<file path="config.mk">
export PLATFORM = sky130hd
export DESIGN_NAME = dice_display
export DESIGN_NICKNAME = d
export VERILOG_FILES = /design/src/rtl/dice_pkg.sv /design/src/rtl/seg7_decode.sv /design/src/rtl/dice_display.sv
export SDC_FILE = /design/constraint.sdc
export NUM_CORES = 1
export LEC_CHECK = 0
export BUFFER_PORTS_ARGS = -buffer_cell sky130_fd_sc_hd__clkbuf_2
export CAP_MARGIN = 0
export CORE_MARGIN = 4
export CORE_UTILIZATION = 30
export DETAILED_ROUTE_END_ITERATION = 7
export GPL_TIMING_DRIVEN = 1
export PLACE_DENSITY = 0.53
export SYNTH_ARGS = -nofsm -noshare
export SYNTH_HDL_FRONTEND = slang
export SYNTH_SLANG_ARGS = --single-unit
</file>
<file path="constraint.sdc">
create_clock -name clk -period 1.8 [get_ports clk]
set_input_delay 0.09 -clock clk [delete_from_list [all_inputs] [get_ports clk]]
set_output_delay 0.09 -clock clk [all_outputs]
set_load 0.005 [all_outputs]
</file>
<file path="src/rtl/dice_pkg.sv">
// Shared constants and types for the dice display stage.
package dice_pkg;

    localparam int NUM_DIGITS = 4;
    localparam int DIGIT_W    = $clog2(NUM_DIGITS);

    typedef logic [2:0] rag_t;

    // Segment patterns, bit6 = g ... bit0 = a, active-high
    localparam logic [6:0] SEG_BLANK = 7'b0000000;
    localparam logic [6:0] SEG_1     = 7'b0000110;
    localparam logic [6:0] SEG_2     = 7'b1011011;
    localparam logic [6:0] SEG_3     = 7'b1001111;
    localparam logic [6:0] SEG_4     = 7'b1100110;
    localparam logic [6:0] SEG_5     = 7'b1101101;
    localparam logic [6:0] SEG_6     = 7'b1111101;

endpackage

</file>
<file path="src/rtl/seg7_decode.sv">
// Dice face value to 7-segment pattern; 0 and 7 are not faces and show blank.
module seg7_decode
    import dice_pkg::*;
(
    input  logic [2:0] val,
    output logic [6:0] seg
);

    always_comb begin
        seg = SEG_BLANK;
        case (val)
            3'd1:    seg = SEG_1;
            3'd2:    seg = SEG_2;
            3'd3:    seg = SEG_3;
            3'd4:    seg = SEG_4;
            3'd5:    seg = SEG_5;
            3'd6:    seg = SEG_6;
            default: seg = SEG_BLANK;
        endcase
    end

endmodule

</file>
<file path="src/rtl/dice_display.sv">
// Display stage behind muxtd: lamp passthrough in traffic mode, roll capture,
// history and scanned 7-segment display in dice mode. DICE_HISTORY_EN keeps 3 rolls.
module dice_display
    import dice_pkg::*;
#(
    parameter int SCAN_DIV = 4
) (
    input  logic       clk,
    input  logic       rst,
    input  logic       sel,
    input  logic       button,
    input  logic [2:0] result,
    output logic [6:0] seg,
    output logic [3:0] an,
    output logic [2:0] led,
    output logic [7:0] roll_count
);

    localparam int DIV_W = (SCAN_DIV > 1) ? $clog2(SCAN_DIV) : 1;
    localparam logic [DIV_W-1:0] DIV_LAST = DIV_W'(SCAN_DIV - 1);

    logic                  sel_q, button_q, button_qq;
    rag_t                  result_q;
    logic [2:0]            h0_q, h0_d;
`ifdef DICE_HISTORY_EN
    logic [2:0]            h1_q, h1_d, h2_q, h2_d;
`endif
    logic [7:0]            roll_count_q, roll_count_d;
    logic [DIV_W-1:0]      div_cnt_q, div_cnt_d;
    logic [DIGIT_W-1:0]    digit_idx_q, digit_idx_d;
    logic [6:0]            seg_q, seg_d, dec_seg;
    logic [NUM_DIGITS-1:0] an_q, an_d;
    rag_t                  led_q, led_d;
    logic                  capture;
    logic [2:0]            digit_val;

    seg7_decode u_dec (
        .val (digit_val),
        .seg (dec_seg)
    );

    always_comb begin
        // Release edge seen on the registered button; faces 0/7 are not rolls
        capture = !sel_q && button_qq && !button_q
                  && (result_q != 3'd0) && (result_q != 3'd7);

        h0_d         = h0_q;
`ifdef DICE_HISTORY_EN
        h1_d         = h1_q;
        h2_d         = h2_q;
`endif
        roll_count_d = roll_count_q;
        if (capture) begin
`ifdef DICE_HISTORY_EN
            h2_d = h1_q;
            h1_d = h0_q;
`endif
            h0_d = result_q;
            if (roll_count_q != 8'hFF) roll_count_d = roll_count_q + 8'd1;
        end

        div_cnt_d   = div_cnt_q + DIV_W'(1);
        digit_idx_d = digit_idx_q;
        if (div_cnt_q == DIV_LAST) begin
            div_cnt_d   = '0;
            digit_idx_d = digit_idx_q + DIGIT_W'(1);
        end

        // Content is chosen for the digit being enabled on this same edge
        digit_val = 3'd0;
        case (digit_idx_d)
            2'd0:    digit_val = result_q;
            2'd1:    digit_val = h0_q;
`ifdef DICE_HISTORY_EN
            2'd2:    digit_val = h1_q;
            2'd3:    digit_val = h2_q;
`endif
            default: digit_val = 3'd0;
        endcase

        seg_d = sel_q ? SEG_BLANK : dec_seg;
        an_d  = NUM_DIGITS'(1) << digit_idx_d;
        led_d = sel_q ? result_q : 3'd0;
    end

    always_ff @(posedge clk) begin
        if (rst) begin
            sel_q        <= 1'b0;
            button_q     <= 1'b0;
            button_qq    <= 1'b0;
            result_q     <= 3'd0;
            h0_q         <= 3'd0;
`ifdef DICE_HISTORY_EN
            h1_q         <= 3'd0;
            h2_q         <= 3'd0;
`endif
            roll_count_q <= 8'd0;
            div_cnt_q    <= '0;
            digit_idx_q  <= '0;
            seg_q        <= SEG_BLANK;
            an_q         <= NUM_DIGITS'(1);
            led_q        <= 3'd0;
        end else begin
            sel_q        <= sel;
            button_q     <= button;
            button_qq    <= button_q;
            result_q     <= result;
            h0_q         <= h0_d;
`ifdef DICE_HISTORY_EN
            h1_q         <= h1_d;
            h2_q         <= h2_d;
`endif
            roll_count_q <= roll_count_d;
            div_cnt_q    <= div_cnt_d;
            digit_idx_q  <= digit_idx_d;
            seg_q        <= seg_d;
            an_q         <= an_d;
            led_q        <= led_d;
        end
    end

    assign seg        = seg_q;
    assign an         = an_q;
    assign led        = led_q;
    assign roll_count = roll_count_q;

endmodule

</file>
==> key figures <==
Run status
  • Status: finished clean

Timing
  • Setup ws final: 0.162 ns
  • Hold Fails Final Rpt: 0
  • RSZ-0062 raised after global routing: false
  • # setup viols final: 0
  • Setup_tns: 0 ns
  • Period utilization: 0.910
  • Max Fclk: 0.610 GHz
  • Slew margin rel.: 0.664
  • Worst clock skew: 0.00379 ns
  • Min Tclk post-route: 1.64 ns
  • Worst-Margin Slew: 0.504 ns
  • Final-report max-slew violation count: 0

Placement
  • Port bufs: 28
  • Placed instance area: 1540 µm²
  • Setup Slack @ Placement: 0.119 ns
  • Hpwl dp: 1.98 mm
  • Placed insts: 207
  • GP Congestion: 0.688

Cells and area
  • Non-filler cells, final: 215
  • N_diodes: 0
  • Final nets: 172
  • P&R area growth vs syn: 23.4%
  • Final Instance Area: 1680 µm²
  • Layout cell share with drive strength beyond 1: 0.307

GRT
  • GRT overflow: 0
  • Vias in the first global route: 998
  • Initial antenna violation count: 0
  • Global router's overall resource usage: 0.105
  • First-pass GRT wire length: 4.46 mm
  • Largest net degree at the start of global routing: 27

Worst setup path
  • CP arrival: 1.84 ns
  • Worst path buffer plus inverter count: 0
  • CP top delay family: simple AND/OR/NAND/NOR gates
  • Worst R2R Setup Slack: 0.16 ns
  • Critical path type: flip-flop to flip-flop
  • Startpoint types: flip-flop
  • Slowest cell on crit path: or4_1
  • CP Data Required Time: 2.00 ns
  • Cell Chain, Critical Path: or3_1 > nand4_4 > or4_1 > a21oi_1
  • CP endpoint kind: flip-flop
  • Largest stage delay, worst path: 0.55 ns
  • Crit Path Max Fanout: 17

Routing
  • DR pass1 iterations: 4
  • Vias per cell: 4.80
  • Initial drt markers: 48
  • DRC viols: 0
  • Final wirelength: 2.71 mm
  • WL/cell: 12.6 µm
  • Number of nets with antenna violations after routing: 0
  • Vias: 1,032

Logic synthesis
  • Async SR Flop Fraction: 0
  • Register area share after synthesis: 0.501
  • Main synth FF type: dfxtp_1
  • Synth area leader: dfxtp_1
  • Synthesized area per cell: 10.4 µm²
  • Post-Syn Area: 1360 µm²
  • Synth Register Bits: 34
  • Synthesis warning total: 0
  • Syn_nets: 141
  • Top area cells in the synthesized netlist: dfxtp_1 50%, nor2b_1 3.2%, ha_1 2.8%, nor3_1 2.6%, a32oi_2 2.4%
  • Synth Instances: 131
  • Synth top area share: 0.501
  • Post-synth EDFFs: 0
  • Yosys cell types: 40

Floorplan
  • DIE AREA: 5670 µm²
  • Num ports: 29
  • CORE AREA: 4380 µm²
  • Initial Utilization: 0.310
  • Die Y: 75.3 µm
  • Chip Width: 75.3 µm
  • Row cnt: 24

CTS
  • Hold-fix buffers, CTS: 0
  • Num CTS Buffers: 5
  • Post-CTS Resized: 0
  • CTS H-Tree Depth: 2
  • Worst-path clk slew: 0.06 ns
  • Clock root cell: clkbuf_8
  • Clk sinks: 34
  • Worst-Skew Late Latency: 0.28 ns
  • Longest Clk Path Bufs: 2
  • CTS tree: done
  • Post-CTS setup buffers: 0

Run
  • Max-cap viol count: 0

Power
  • Pwr dens: 895 nW/µm²
  • Leak Pwr: 0.664 nW
  • Maximum vdd drop: 0.514 mV

Min path
  • Hold WC Path Type: input port to flip-flop
-- synthesized netlist by cell type (3+ instances only) --
cell type and number:
mux2i_1 3, nor2b_1 7, clkbuf_1 3, ha_1 3
nor3_1 7, nand3_1 6, nor2_1 8, or4_1 3
inv_1 4, nand2_1 6, and2_1 4, o41ai_1 3
dfxtp_1 34, a21oi_1 6
-- where the power goes --
group	internal (W)	switching [W]	leakage (nW)
registers	0.000783	0.0000228	0.277
clock network	0.000308	0.000250	0.0482
logic	0.0000628	0.0000737	0.339
-- routing by layer --
| metal | GRT usage | wire [µm] | vias up |
|---|---|---|---|
| met4 | 0.0583 | 29 | 0 |
| met5 | 0 | 0 | - |
| met2 | 0.162 | 1310 | 17 |
| met1 | 0.130 | 1230 | 467 |
| met3 | 0.0343 | 138 | 4 |
| li1 | - | - | 544 |
-- metrics by stage --
step	utilization	total power [W]	hold WS (ns)
after CTS	0.373	0.00151	0.0130
after detailed placement	0.352	0.000945	0.312
after global routing	0.382	0.00158	0.0301
after floorplan	-	0.000905	0.218
final	0.382	0.00150	0.0206
after global placement	0.352	0.000941	0.318
-- worst paths after layout --
kind                                              from                         end  depth (start not counted)
worst min register to register     button_q$_SDFF_PP0_        button_qq$_SDFF_PP0_                          1
worst max register to register  result_q[1]$_SDFF_PP0_  roll_count[3]$_SDFFE_PP0P_                          4
worst min-delay path                         result[2]      result_q[2]$_SDFF_PP0_                          2
worst max-delay path            result_q[1]$_SDFF_PP0_  roll_count[3]$_SDFFE_PP0P_                          4
-- layout make-up --
cell class	count	area (µm²)
fillers	436	2710
clock inverters	1	5.00
well taps	52	65.1
flip-flops and latches	34	681
repair buffers	30	155
inverters	4	15.0
multi-input cells	87	669
clock buffers	7	86.3
-- sequential cells by signal, summed over array words and instances (netlist names) --
signal and cells:
button_q 1, h0_q 3, div_cnt_q 2, led 3
sel_q 1, digit_idx_q 2, result_q 3, roll_count 8
seg 6, an 4, button_qq 1
-- placed cells by master, fill, tap and decap left out, types with 4 or more instances in the layout --
cell type,synthesis,routed
nor2_1,8,8
a21oi_1,6,6
inv_1,4,4
clkbuf_2,0,28
nor2b_1,7,7
and2_1,4,4
nand3_1,6,6
clkbuf_8,0,6
dfxtp_1,34,34
nor3_1,7,7
nand2_1,6,6
-- cell families after synthesis --
kind of cell,after synthesis,synth area share
buf+inv,10,0.0368
flops,34,0.501
fa+ha+maj,3,0.0276
mux,3,0.0221
simple gates,53,0.237
compound gates,25,0.145
xor+xnor,3,0.0304
Note: power is estimated with default switching activity, not from simulation.
